<file path="config.mk">
export PLATFORM = sky130hd
export DESIGN_NAME = gf180mcu_fd_sc_mcu9t5v0__oai33_arcgen
export DESIGN_NICKNAME = d
export VERILOG_FILES = /design/src/rtl/gf180mcu_fd_sc_mcu9t5v0__arcgen_pkg.sv /design/src/rtl/gf180mcu_fd_sc_mcu9t5v0__arcgen_vec.sv /design/src/rtl/gf180mcu_fd_sc_mcu9t5v0__oai33_arcgen.sv
export SDC_FILE = /design/constraint.sdc
export NUM_CORES = 1
export LEC_CHECK = 0
export BUFFER_PORTS_ARGS = -buffer_cell sky130_fd_sc_hd__buf_4
export CAP_MARGIN = 20
export CORE_MARGIN = 4
export CORE_UTILIZATION = 40
export DETAILED_ROUTE_END_ITERATION = 6
export GPL_TIMING_DRIVEN = 0
export PLACE_DENSITY = 0.66
export SYNTH_ARGS = -nofsm -noshare
export SYNTH_HDL_FRONTEND = slang
export SYNTH_SLANG_ARGS = --single-unit
export TNS_END_PERCENT = 10
</file>
<file path="constraint.sdc">
create_clock -name clk -period 5.1 [get_ports clk]
set_input_delay 0 -clock clk [delete_from_list [all_inputs] [get_ports clk]]
set_output_delay 0 -clock clk [all_outputs]
set_load 0.01 [all_outputs]
</file>
<file path="src/rtl/gf180mcu_fd_sc_mcu9t5v0__arcgen_pkg.sv">
// gf180mcu_fd_sc_mcu9t5v0__arcgen_pkg: shared types, constants and OAI33 reference for the arc generator
package gf180mcu_fd_sc_mcu9t5v0__arcgen_pkg;
  typedef enum logic [2:0] {S_IDLE, S_DRIVE, S_WAIT, S_CHECK, S_DONE} state_t;
  typedef enum logic [1:0] {PH_INIT, PH_RISE, PH_FALL} phase_t;
  localparam logic [2:0] PIN_A1 = 3'd0, PIN_B1 = 3'd3;
  localparam int NUM_ARCS = 48, NUM_PHASES = 3;
  function automatic logic oai33_exp(input logic [2:0] a, input logic [2:0] b);
    return ~(|a & |b);
  endfunction
endpackage

</file>
<file path="src/rtl/gf180mcu_fd_sc_mcu9t5v0__arcgen_vec.sv">
// gf180mcu_fd_sc_mcu9t5v0__arcgen_vec: maps (arc, phase) to the drive vector {A1,A2,A3,B1,B2,B3}
import gf180mcu_fd_sc_mcu9t5v0__arcgen_pkg::*;
module gf180mcu_fd_sc_mcu9t5v0__arcgen_vec (
  input  logic [5:0] arc,
  input  phase_t     ph,
  output logic [5:0] vec
);
  logic [2:0] pin, cond, sel, hot;
  assign pin = arc[5:3];
  assign cond = arc[2:0];
  assign sel = pin - (pin < PIN_B1 ? PIN_A1 : PIN_B1);
  assign hot = ph == PH_RISE ? 3'b100 >> sel : 3'b000;
  // cond always drives the opposite group, MSB first
  assign vec = pin < PIN_B1 ? {hot, cond} : {cond, hot};
endmodule

</file>
<file path="src/rtl/gf180mcu_fd_sc_mcu9t5v0__oai33_arcgen.sv">
// gf180mcu_fd_sc_mcu9t5v0__oai33_arcgen: sweeps every conditional arc of an oai33 cell and checks ZN
import gf180mcu_fd_sc_mcu9t5v0__arcgen_pkg::*;
module gf180mcu_fd_sc_mcu9t5v0__oai33_arcgen #(
  parameter int unsigned SETTLE = 2
) (
  input  logic       clk,
  input  logic       rst,
  input  logic       start,
  input  logic       abort,
  input  logic       zn,
  output logic       a1,
  output logic       a2,
  output logic       a3,
  output logic       b1,
  output logic       b2,
  output logic       b3,
  output logic       busy,
  output logic       done,
  output logic       err,
  output logic [7:0] err_cnt,
  output logic [5:0] arc_idx,
  output logic [5:0] fail_arc,
  output logic [1:0] fail_ph
);
  state_t state, nxt;
  phase_t ph;
  logic [5:0] drv, vec;
  logic [7:0] cnt;
  logic miss, last_ph;
  gf180mcu_fd_sc_mcu9t5v0__arcgen_vec u_vec (.arc(arc_idx), .ph(ph), .vec(vec));
  assign {a1, a2, a3, b1, b2, b3} = drv;
  assign busy = state inside {S_DRIVE, S_WAIT, S_CHECK};
  assign done = state == S_DONE;
  assign miss = zn != oai33_exp(drv[5:3], drv[2:0]);
  assign last_ph = ph == phase_t'(NUM_PHASES - 1);
  always_ff @(posedge clk or posedge rst)
    if (rst) state <= S_IDLE;
    else state <= nxt;
  always_comb begin
    nxt = state;
    case (state)
      S_IDLE:  nxt = start && !abort ? S_DRIVE : S_IDLE;
      S_DRIVE: nxt = SETTLE == 0 ? S_CHECK : S_WAIT;
      S_WAIT:  nxt = cnt == 8'(SETTLE - 1) ? S_CHECK : S_WAIT;
      S_CHECK: nxt = last_ph && arc_idx == 6'(NUM_ARCS - 1) ? S_DONE : S_DRIVE;
      default: nxt = S_IDLE;
    endcase
    if (abort && state != S_IDLE) nxt = S_IDLE;
  end
  always_ff @(posedge clk or posedge rst)
    if (rst) begin
      drv <= '0;
      ph <= PH_INIT;
      cnt <= '0;
      err <= 1'b0;
      err_cnt <= '0;
      arc_idx <= '0;
      fail_arc <= '0;
      fail_ph <= '0;
    end else if (abort && state != S_IDLE) begin
      drv <= '0;
      ph <= PH_INIT;
      cnt <= '0;
    end else
      case (state)
        S_IDLE:
          if (start && !abort) begin
            ph <= PH_INIT;
            err <= 1'b0;
            err_cnt <= '0;
            arc_idx <= '0;
            fail_arc <= '0;
            fail_ph <= '0;
          end
        S_DRIVE: begin
          drv <= vec;
          cnt <= '0;
        end
        S_WAIT: cnt <= cnt + 8'd1;
        S_CHECK: begin
          if (miss) begin
            err <= 1'b1;
            err_cnt <= err_cnt == 8'hff ? err_cnt : err_cnt + 8'd1;
            // only the first mismatch of a sweep is recorded
            if (!err) begin
              fail_arc <= arc_idx;
              fail_ph <= ph;
            end
          end
          ph <= last_ph ? PH_INIT : phase_t'(ph + 2'd1);
          if (last_ph && arc_idx != 6'(NUM_ARCS - 1)) arc_idx <= arc_idx + 6'd1;
        end
        S_DONE: drv <= '0;
        default: drv <= '0;
      endcase
endmodule

</file>
# --- Word level (Yosys, flattened, before mapping) ---
# Cells that the tools add are included.
totals:
  reg_bits: 42
  in_bits: 5
  elab_cells: 88
classes:
  addsub: 5
  n_lt_le_gt_ge: 1
  n_eq_ne: 18
  n_shift: 1
  mux: 32
  bitwise_logic: 3
  reduce_logical: 19
op_table:
  columns: ["op", "count"]
  rows:
  - ["$mux 6", 6]
  - ["$pmux 6 s2", 3]
  - ["$mux 8", 4]
  - ["$pmux 8 s2", 2]
  - ["$add 8x1->8 const B", 2]
  - ["$mux 2", 6]
  - ["$pmux 3 s4", 1]
  - ["$reduce_bool 3->1", 4]
  - ["$reduce_and 5->1", 2]
  - ["$mux 3", 3]
  - ["$reduce_or 3->1", 3]
  - ["$eq 8x1->1 const B", 1]
  - ["$eq 8x8->1 const B", 1]
  - ["$ne 2x2->1 const B", 4]
  - ["$pmux 2 s2", 2]
  - ["$reduce_and 4->1", 2]
  - ["$add 6x1->6 const B", 1]
  - ["$eq 3x2->1 const B", 2]
  - ["$eq 6x6->1 const B", 1]
  - ["$ne 6x6->1 const B", 1]
  - ["$logic_and 1x1->1", 4]
  - ["$mux 1", 4]
  - ["$ne 2x1->1 const B", 2]
  - ["$eq 3x1->1 const B", 1]
  - ["other kinds (16)", 17]

# --- Logic depth before layout (Yosys ltp) ---
# Gate-level depths: netlist of run 1.
depth:
  depth_word: 8
  mapped_depth: 10

# --- Modules after synthesis ---
# A second synthesis of run 1 with hierarchy kept.
unflattened:
  cells_unflattened: 243
  hier_area_um2: 2344.7
modules_own_cells:
  columns: ["mod", "n_inst", "cells_per_inst", "area_per_inst_um2", "seq_area_each_um2"]
  rows:
  - ["gf180mcu_fd_sc_mcu9t5v0__oai33_arcgen", 1, 224, 2190.9, 1051.0]
  - ["gf180mcu_fd_sc_mcu9t5v0__arcgen_vec", 1, 19, 153.9, 0.0]

# --- Least setup slack after synthesis of run 1 ---
# OpenSTA, ideal clock, no wires.
synth_timing:
  path_kind: "reg2reg"
  startpoint: "register arc_idx[4]"
  endpoint: "register drv[1]"
  t_arrival_ns: 2.586
  path_slack_ns: 2.437
  stages_incl_launch_ff: 11
  cell_sequence: "dfrtp_1 > clkbuf_1 > nand2_1 > nand2_1 > ha_1 > clkbuf_1 > xor2_1 > mux2_2 > a2111oi_0 > mux2i_1 > o21ai_1"
synth_via:
  elab_chain_cells: 8
synth_rtl:
  columns: ["item", "line", "text"]
  rows:
  - ["from (decl)", "gf180mcu_fd_sc_mcu9t5v0__oai33_arcgen.sv:21", "output logic [5:0] arc_idx,"]
  - ["from (signal assigned)", "gf180mcu_fd_sc_mcu9t5v0__oai33_arcgen.sv:91", "if (last_ph && arc_idx != 6'(NUM_ARCS - 1)) arc_idx <= arc_idx + 6'd1;"]
  - ["$lt 3x2->1", "gf180mcu_fd_sc_mcu9t5v0__arcgen_vec.sv:11, gf180mcu_fd_sc_mcu9t5v0__arcgen_vec.sv:14", null]
  - ["$mux 2", "gf180mcu_fd_sc_mcu9t5v0__arcgen_vec.sv:11", "assign sel = pin - (pin < PIN_B1 ? PIN_A1 : PIN_B1);"]
  - ["$sub 3x3->3", "gf180mcu_fd_sc_mcu9t5v0__arcgen_vec.sv:11", null]
  - ["$shr 3x3->3", "gf180mcu_fd_sc_mcu9t5v0__arcgen_vec.sv:12", "assign hot = ph == PH_RISE ? 3'b100 >> sel : 3'b000;"]
  - ["$mux 3", "gf180mcu_fd_sc_mcu9t5v0__arcgen_vec.sv:12", null]
  - ["$mux 6 *", "gf180mcu_fd_sc_mcu9t5v0__arcgen_vec.sv:14", "assign vec = pin < PIN_B1 ? {hot, cond} : {cond, hot};"]
  - ["$pmux 6 s2 *", "gf180mcu_fd_sc_mcu9t5v0__oai33_arcgen.sv:65", "case (state)"]
  - ["$mux 6 *", "gf180mcu_fd_sc_mcu9t5v0__oai33_arcgen.sv:60", "end else if (abort && state != S_IDLE) begin"]
  - ["to (signal assigned)", "gf180mcu_fd_sc_mcu9t5v0__oai33_arcgen.sv:76", "drv <= vec;"]
  - ["to (decl)", "gf180mcu_fd_sc_mcu9t5v0__oai33_arcgen.sv:27", "logic [5:0] drv, vec;"]
# Mark *: on every way between the ends. The rest lies on a longest branch, timed or not.
# A chain may end at the register's enable or synchronous reset.

# --- Worst setup path in the final report of run 1 ---
# Same ends and word-level chain as after synthesis.

==> impl_metrics.py, run 1 <==
metrics = {
    "placed_design": {
        "place_congestion": 0.792,
        "hpwl_mm": 3.89,
        "io_buffers": 34,
    },
    "die": {
        "core_um2": 5570,
        "dieArea_um2": 7120,
        "rows": 27,
        "start_util_pct": 41.9,
        "die_w_um": 84.4,
        "die_h_um": 84.4,
        "ios": 36,
    },
    "logic_synthesis": {
        "ys_ff_latch": 42,
        "yosysMostFrequentCell": "dfrtp_1",
        "ys_types": 51,
        "synth_top_area_share_pct": 45.0,
        "syn-instance-count": 253,
        "synth.area.top_cells": "dfrtp_1, o21ai_0, nand2_1",
        "synth_edf_count": 0,
        "syn_area_um2": 2330,
        "synthArstFlopShare_pct": 100,
        "netlist_top_cells_count": "dfrtp_1, nand2_1, o21ai_0",
        "synth.net_count": 263,
        "yosysWarnings": 0,
        "seq_area_frac_synth_pct": 45.0,
        "syn_avg_cell_area_um2": 9.23,
        "synth_top_area_cell": "dfrtp_1",
        "synthFlopType": "dfrtp_1",
    },
    "pwr": {
        "swShare_pct": 32.1,
        "internal-power_w": 0.000649,
        "combPwrFrac_pct": 26.0,
        "pwr-share-clk_pct": 33.5,
        "switchingPower_w": 0.000307,
        "irDropWorstVdd_v": 0.000154,
        "power_density_nw_per_um2": 338,
        "pwr-share-seq_pct": 40.5,
        "p_leak_nw": 1.25,
    },
    "clock_network": {
        "cts_root_buf": "clkbuf_8",
        "clock-sinks": 42,
        "cts_tree": "yes",
        "cts.repair.resized": 0,
        "postCtsSetupRepairBufs": 0,
        "ctsHoldBuffers": 1,
        "clock_latency_ns": 0.30,
        "clk_pin_slew_worst_paths_ns": 0.09,
        "cts.htree.levels": 2,
        "cts_buffers": 5,
        "cts.path.max_buffers": 2,
    },
    "sta": {
        "timing.final.max_slew_violations": 0,
        "max_slew_margin_pct": 41.5,
        "period_minus_slack_ns": 3.11,
        "tightestPinTransition_ns": 0.877,
        "tns_ns": 0,
        "final-hold-violation-count": 0,
        "finalSetupViolations": 0,
        "fin_crit_sh_pct": 61.0,
        "rsz0062_at_grt": "no",
        "fin_worst_skew_ns": 0.0126,
        "fmax_mhz": 321,
    },
    "outcome": {
        "status": "completed",
    },
    "cells_and_area": {
        "drive_above_1_share_pct": 17.6,
        "n_antenna_cell": 0,
        "nets": 305,
        "n_fill_cell": 538,
        "area_delta_synth_final_pct": 21.1,
        "postLayoutCoreUtil_pct": 50.7,
    },
    "grt": {
        "antenna_found_initial": 0,
        "gr-total-overflow": 0,
        "grt_max_degree": 43,
        "grt.total_usage_pct": 15.4,
        "grt_pass1_wl_mm": 8.89,
        "grt_pass1_vias": 1850,
    },
    "detailed_routing": {
        "wl_met2_mm": 2.36,
        "detail_route.wl_per_cell_um": 14.6,
        "wl_met1_mm": 2.62,
        "drt_wl_total_mm": 5.37,
        "antenna_left": 0,
        "viasPerCell": 5.57,
        "drtIter0Drc": 118,
        "top_layer": "met4",
        "drtPass1Iterations": 4,
        "route.met3.wl_um": 305,
        "vias": 2051,
        "drc": 0,
    },
    "worst_setup_path": {
        "r2r_slack_ns": 1.99,
        "crit_path_start_kind": "flip-flop",
        "crit_slowest_cell": "a2111oi_0",
        "crit_required_ns": 5.34,
        "end_kind": "flip-flop",
        "cp.arrival_ns": 3.35,
        "path_class": "flip-flop to flip-flop",
        "slowest_delay_ns": 0.60,
        "crit_chain": "clkbuf_1 -> nand2_1 -> nand2_1 -> ha_1 -> clkbuf_1 -> xor2_1 -> mux2_2 -> a2111oi_0 -> mux2i_1 -> o21ai_1",
        "crit_path_max_fanout": 10,
    },
    "hold_path": {
        "hold_class": "primary input to flip-flop",
    },
    "run": {
        "max-cap-violations": 0,
    },
}
[cell usage in the layout (no fill, tap or decap), types with 6 or more instances in the layout]
master    Yosys  routed
o21ai_0      22      22
dfrtp_1      42      42
o31ai_1       6       6
nand3_1      13      13
buf_4         0      34
nor3_1        8       8
clkbuf_1      9       9
or3_1         9       9
nor2_1       13      13
nand2_1      26      26
a21oi_1      12      12
inv_1         7       6
a22o_1        9       9
[per-layer routing]
metal | vias to the layer above | global-route usage, %
met4 | 0 | 5.76
met1 | 968 | 21.8
met3 | 9 | 3.63
met2 | 50 | 22.9
li1 | 1024 | -
met5 | - | 0
[state kept, by name, indices dropped and copies added (netlist names)]
register	count
cnt	8
err_cnt	8
arc_idx	6
drv	6
fail_arc	6
state	3
fail_ph	2
ph	2
err	1
[stage by stage]
step / worst slack [ns] / hold WS, ns / power [W] / cell area, µm² / std cells
5_1_grt: 1.64 / 0.0942 / 0.00101 / 2830 / 368
3_3_place_gp: 2.07 / 0.377 / 0.000636 / 2680 / 359
2_1_floorplan: 2.44 / 0.230 / 0.000565 / 2330 / 253
6_report: 1.99 / 0.0644 / 0.000956 / 2830 / 368
3_5_place_dp: 2.01 / 0.260 / 0.000641 / 2680 / 359
4_1_cts: 1.97 / 0.0675 / 0.000965 / 2830 / 368
[power by group through the flow]
stage	registers, W	clock network (W)	logic, W
after floorplan	0.000391	0	0.000174
after global placement	0.000393	0	0.000244
after detailed placement	0.000393	0	0.000248
after CTS	0.000387	0.000328	0.000251
after global routing	0.000391	0.000344	0.000279
final	0.000387	0.000321	0.000249
[worst max-delay path, delay by kind of cell, from the launching register on]
kind	cells	cell delay, ns
DFF	1	0.45
AOI/OAI and AO/OA	2	0.74
adders and majority gates	1	0.17
and+or+nand+nor	2	0.31
buffers and inverters	2	0.65
muxes	2	0.53
xor gates and xnor gates	1	0.19
[worst paths after layout]
| check | cells past startpoint | to | start |
|---|---|---|---|
| worst max-delay path | 10 | drv[1] | arc_idx[4] |
| worst min-delay path | 4 | ph[1] | start |
| worst max register to register | 10 | drv[1] | arc_idx[4] |
| worst min register to register | 1 | fail_arc[2] | fail_arc[2] |
| max in group asynchronous | 3 | err_cnt[6] | rst |
| min in group asynchronous | 3 | drv[1] | rst |
[layout make-up]
cell class	count	area [µm²]	area share [%]
well taps	72	90.1	3.19
clock inverters	3	68.8	2.43
plain buffers	13	60.1	2.12
flip-flops and latches	42	1050	37.2
multi-input cells	191	1200	42.3
clock buffers	5	68.8	2.43
repair buffers	35	265	9.38
inverters	7	26.3	0.929
[logic make-up after synthesis]
logic type,synth area share (%)
adders and majority gates,2.68
muxes,1.77
and+or+nand+nor,24.2
DFF,45.0
AOI/OAI and AO/OA,20.7
buffers and inverters,3.70
xor gates and xnor gates,1.88
(Power assumes the default switching activity.)
==> run 2: changes to the inputs <==
- PLACE_DENSITY: 0.66 -> 0.68
- clock period: 5.1 -> 2.8 ns (I/O delays scaled with it)
==> impl_metrics.py, run 2 (synthesized netlist as in run 1, its figures left out) <==
metrics = {
    "cells_and_area": {
        "final_cells": 365,
        "final_cell_mix": "dfrtp_1, buf_4, nand2_1",
        "layout_commonest_cell": "dfrtp_1",
        "area_delta_synth_final_pct": 19.1,
        "drive_above_1_share_pct": 18.1,
        "n_antenna_cell": 0,
        "nets": 303,
        "top_regs": "cnt: 8 flops, err_cnt: 8 flops",
        "n_fill_cell": 542,
    },
    "clock_network": {
        "cts.htree.levels": 2,
        "cts_root_buf": "clkbuf_8",
        "postCtsSetupRepairBufs": 0,
        "cts_tree": "yes",
        "cts.path.max_buffers": 2,
        "clk_pin_slew_worst_paths_ns": 0.08,
        "cts_buffers": 5,
        "clock_latency_ns": 0.29,
        "clock-sinks": 42,
    },
    "worst_setup_path": {
        "critPathMostFrequentCell": "nand2_1",
        "cp.arrival_ns": 2.73,
        "r2r_slack_ns": 0.29,
        "critical-path-top-delay-family": "compound AO/OA/AOI/OAI gates",
        "crit_slowest_cell": "dfrtp_2",
        "end_kind": "flip-flop",
        "crit_path_start_kind": "flip-flop",
        "cp.buffers_inverters": 1,
        "slowest_delay_ns": 0.43,
        "crit_required_ns": 3.02,
        "r2r_cells": 9,
        "reg2reg_to": "drv[1]",
        "crit_chain": "clkbuf_2 -> nand2_1 -> nand2_1 -> ha_4 -> xor2_1 -> mux2_2 -> a2111oi_2 -> mux2i_1 -> o21ai_1",
        "crit_path_max_fanout": 10,
        "timing.rr.start": "arc_idx[4]",
        "path_class": "flip-flop to flip-flop",
    },
    "die": {
        "die_h_um": 84.4,
        "start_util_pct": 41.9,
        "rows": 27,
        "die_w_um": 84.4,
        "core_um2": 5570,
        "ios": 36,
        "dieArea_um2": 7120,
    },
    "grt": {
        "grt_max_degree": 43,
        "grt_pass1_wl_mm": 9.13,
        "gr-total-overflow": 0,
        "grt_pass1_vias": 1943,
        "antenna_found_initial": 0,
        "grt.total_usage_pct": 15.6,
    },
    "hold_path": {
        "hold_class": "primary input to flip-flop",
        "whs_path_depth": 2,
        "holdCritStartpoint": "abort",
        "worstHoldEndpoint": "state[1]",
    },
    "pwr": {
        "irDropWorstVdd_v": 0.000291,
        "power_density_nw_per_um2": 552,
        "total_power_w": 0.00154,
        "p_leak_nw": 1.22,
    },
    "sta": {
        "final-hold-violation-count": 0,
        "fin_worst_skew_ns": 0.00618,
        "rsz0062_at_grt": "no",
        "max_slew_margin_pct": 41.5,
        "timing.final.max_slew_violations": 0,
        "tightestPinTransition_ns": 0.876,
        "fin_crit_sh_pct": 89.7,
        "fmax_mhz": 398,
        "finalSetupViolations": 0,
        "period_minus_slack_ns": 2.51,
    },
    "detailed_routing": {
        "detail_route.wl_per_cell_um": 15.0,
        "drt_wl_total_mm": 5.48,
        "drtPass1Iterations": 4,
        "drtIter0Drc": 197,
        "drc": 0,
        "antenna_left": 0,
        "vias": 2048,
        "viasPerCell": 5.61,
    },
    "run": {
        "max-cap-violations": 0,
    },
    "placed_design": {
        "place_congestion": 0.802,
        "io_buffers": 34,
        "place_inst": 359,
        "hpwl_mm": 3.97,
    },
    "outcome": {
        "status": "completed",
    },
}
run 2: worst max path at each step:
stage | depth (start not counted) | slack (ns) | from | endpoint
6_report | 9 | 0.29 | arc_idx[4] | drv[1]
5_1_grt | 9 | 0.03 | arc_idx[4] | drv[1]
4_1_cts | 9 | 0.03 | arc_idx[4] | drv[1]
3_5_place_dp | 10 | -0.26 | arc_idx[4] | drv[1]
3_3_place_gp | 10 | -0.23 | arc_idx[4] | drv[1]
2_1_floorplan | 10 | 0.14 | arc_idx[4] | drv[1]
run 2: through the flow:
stage,area (µm²),setup TNS (ns),utilization [%],worst slack (ns),hold WS (ns)
final,2780,0,49.9,0.289,0.0961
after global routing,2780,0,49.9,0.0347,0.138
after CTS,2760,0,49.5,0.0266,0.0939
after detailed placement,2680,-0.501,48.1,-0.263,0.259
after global placement,2680,-0.427,48.1,-0.226,0.375
after floorplan,2330,0,-,0.137,0.230
run 2: report_power, final:
group          internal [W]  total [W]  switching, W
logic              0.000173   0.000453      0.000280
registers          0.000650   0.000706     0.0000557
clock network      0.000172   0.000377      0.000205
total              0.000995    0.00154      0.000541
run 2: per-layer routing:
layer,share of wire [%],GRT usage [%],vias to the layer above
li1,-,-,1013
met1,47,21.7,972
met2,45,24.3,57
met3,6.3,4.02,6
met4,1.1,4.03,0
met5,0,0,-
run 2: repair_timing:
action	CTS	global route
setup endpoints to repair	2	2
gates resized for setup	2	4
endpoints found under the hold margin	42	0
hold buffers	1	0
run 2: cell type report:
cell class | instances | area (µm²) | share of cell area (%)
Multi-Input combinational cell | 191 | 1220 | 43.7
Sequential cell | 42 | 1050 | 37.8
Timing Repair Buffer | 35 | 265 | 9.54
Tap cell | 72 | 90.1 | 3.24
Clock buffer | 7 | 76.3 | 2.75
Buffer | 11 | 53.8 | 1.94
Inverter | 7 | 26.3 | 0.945
==> run 3: changes to the inputs <==
- MAX_ROUTING_LAYER: unset -> met4
- SYNTH_HIERARCHICAL: unset -> 1
==> impl_metrics.py, run 3 <==
metrics = {
    "logic_synthesis": {
        "muxShareOfSynthArea_pct": 0,
        "synth.area.top_cells": "dfrtp_1, nor2_1, a22o_2",
        "synthFlopType": "dfrtp_1",
        "yosysMostFrequentCell": "dfrtp_1",
        "seq_area_frac_synth_pct": 44.8,
        "synthAdderAreaFrac_pct": 2.13,
        "synth_edf_count": 0,
        "ys_ff_latch": 42,
        "netlist_top_cells_count": "dfrtp_1, nor2_1, nand2_1, o21ai_0, a21oi_1",
        "syn_area_um2": 2340,
        "synth-compound-area-share_pct": 24.9,
        "syn_avg_cell_area_um2": 9.65,
        "ys_types": 57,
        "synth-simple-area-share_pct": 24.6,
        "synth_top_family_by_area": "compound AO/OA/AOI/OAI gates",
        "synthArstFlopShare_pct": 100,
        "yosysWarnings": 6,
        "syn-instance-count": 243,
        "synth_top_area_share_pct": 44.8,
        "synth.net_count": 252,
        "synthXorXnorAreaFrac_pct": 0.747,
        "synth_top_area_cell": "dfrtp_1",
    },
    "cells_and_area": {
        "postLayoutCellArea_um2": 2830,
        "layout_commonest_cell": "dfrtp_1",
        "n_fill_cell": 554,
        "nets": 296,
        "area_delta_synth_final_pct": 20.6,
        "final-seq-area_um2": 1050,
        "n_antenna_cell": 0,
        "final_cells": 360,
        "final_cell_mix": "dfrtp_1, buf_4, nor2_1",
        "drive_above_1_share_pct": 27.1,
        "top_regs": "cnt: 8 flops, err_cnt: 8 flops",
        "multiInputGateArea_um2": 1230,
    },
    "clock_network": {
        "clk_pin_slew_worst_paths_ns": 0.08,
        "cts.path.max_buffers": 2,
        "ctsHoldBuffers": 2,
        "cts_root_buf": "clkbuf_8",
        "clock_latency_ns": 0.29,
        "cts.repair.resized": 0,
        "clock-sinks": 42,
        "cts_buffers": 5,
        "postCtsSetupRepairBufs": 0,
        "cts.htree.levels": 2,
        "cts_tree": "yes",
    },
    "detailed_routing": {
        "drtPass1Iterations": 4,
        "vias": 2061,
        "detail_route.wl_per_cell_um": 15.3,
        "viasPerCell": 5.73,
        "drt_wl_total_mm": 5.52,
        "antenna_left": 0,
        "drc": 0,
        "drtIter0Drc": 117,
    },
    "die": {
        "rows": 27,
        "ios": 36,
        "core_um2": 5610,
        "start_util_pct": 41.8,
        "dieArea_um2": 7150,
        "die_h_um": 84.6,
        "die_w_um": 84.6,
    },
    "worst_setup_path": {
        "timing.rr.start": "drv[5]",
        "path_class": "flip-flop to flip-flop",
        "slowest_delay_ns": 0.54,
        "r2r_cells": 5,
        "cp.arrival_ns": 2.09,
        "crit_slowest_cell": "o21ai_1",
        "critPathMostFrequentCell": "nor3_2",
        "crit_chain": "nor3_2 -> nor3_2 -> nor3_1 -> o21ai_1 -> a22o_2",
        "reg2reg_to": "fail_arc[1]",
        "r2r_slack_ns": 0.94,
        "crit_required_ns": 3.03,
        "end_kind": "flip-flop",
        "crit_path_start_kind": "flip-flop",
        "crit_path_max_fanout": 8,
    },
    "grt": {
        "grt_max_degree": 43,
        "gr-total-overflow": 0,
        "antenna_found_initial": 0,
        "grt_pass1_wl_mm": 9.25,
        "grt_pass1_vias": 1920,
        "grt.total_usage_pct": 16.0,
    },
    "sta": {
        "tns_ns": 0,
        "final-hold-violation-count": 0,
        "setup_ws_ns": 0.935,
        "period_minus_slack_ns": 1.86,
        "rsz0062_at_grt": "no",
        "fmax_mhz": 536,
        "fin_crit_sh_pct": 66.6,
        "tightestPinTransition_ns": 0.890,
        "finalSetupViolations": 0,
        "max_slew_margin_pct": 40.6,
        "fin_worst_skew_ns": 0.00773,
        "timing.final.max_slew_violations": 0,
    },
    "placed_design": {
        "place_area_um2": 2700,
        "io_buffers": 35,
        "place_congestion": 0.844,
        "hpwl_mm": 3.92,
        "place_ws_ns": 0.996,
        "place_inst": 350,
    },
    "pwr": {
        "power_density_nw_per_um2": 589,
        "total_power_w": 0.00167,
        "irDropWorstVdd_v": 0.000297,
        "p_leak_nw": 1.26,
    },
    "hold_path": {
        "worstHoldEndpoint": "err_cnt[2]",
        "holdCritStartpoint": "zn",
        "hold_class": "primary input to flip-flop",
        "whs_path_depth": 5,
    },
    "outcome": {
        "status": "completed",
    },
    "run": {
        "max-cap-violations": 0,
    },
}
==> run 3: changes by cell type in the layout (fill, tap and decap cells not counted), moves of 4 or more <==
cell	before	now
nor4_1	2	7
a31o_2	0	4
a22o_2	0	8
o21ai_0	22	16
or4_1	5	0
or3_1	9	1
nand2_1	26	16
clkbuf_1	8	4
a21o_1	1	5
a22oi_1	1	6
a22o_1	9	1
nor2_1	13	25
==> run 3: critical path: cells and delay by family, from the launching register on <==
family / cells / cell delay, ns
AOI/OAI and AO/OA: 2 / 0.79
DFF: 1 / 0.41
and+or+nand+nor: 3 / 0.59
==> run 3: per-stage QoR <==
step	util, %	hold WS [ns]
2_1_floorplan	-	0.0705
3_3_place_gp	48.1	0.229
3_5_place_dp	48.1	0.230
4_1_cts	50.4	0.199
5_1_grt	50.4	0.244
6_report	50.4	0.203
==> run 3: cells by family (layout without fill, tap and decap cells) <==
| family | after synthesis | in the layout |
|---|---|---|
| AOI/OAI and AO/OA | 80 | 80 |
| and+or+nand+nor | 101 | 101 |
| adders and majority gates | 4 | 4 |
| DFF | 42 | 42 |
| xor gates and xnor gates | 2 | 2 |
| buffers and inverters | 14 | 59 |
==> run 3: worst max path at each step <==
| stage | start | slack [ns] | end |
|---|---|---|---|
| final | drv[5] | 0.94 | fail_arc[1] |
| after global routing | drv[5] | 0.77 | fail_ph[1] |
| after CTS | drv[4] | 0.95 | fail_arc[1] |
| after detailed placement | drv[0] | 1.0 | fail_ph[1] |
| after global placement | drv[0] | 0.99 | fail_arc[0] |
| after floorplan | err_cnt[4] | 1.24 | err_cnt[4] |
==> run 3: final cells by class <==
cell class | count | share of cell area (%)
plain buffers | 8 | 1.50
multi-input cells | 187 | 43.5
flip-flops and latches | 42 | 37.2
inverters | 6 | 0.796
clock inverters | 2 | 1.33
repair buffers | 37 | 10.0
well taps | 72 | 3.19
clock buffers | 6 | 2.57
==> run 3: metal layers <==
layer | part of all wire (%) | global-route usage [%] | up-vias
met1 | 50 | 22.7 | 995
met4 | 1.1 | 5.18 | 0
met2 | 45 | 23.3 | 55
met3 | 4.1 | 2.55 | 5
met5 | 0 | - | -
li1 | - | - | 1006
==> run 3: report_power, final <==
part | internal [W] | switching, W
logic | 0.000191 | 0.000285
registers | 0.000648 | 0.0000605
clock network | 0.000266 | 0.000214
total | 0.00111 | 0.000560
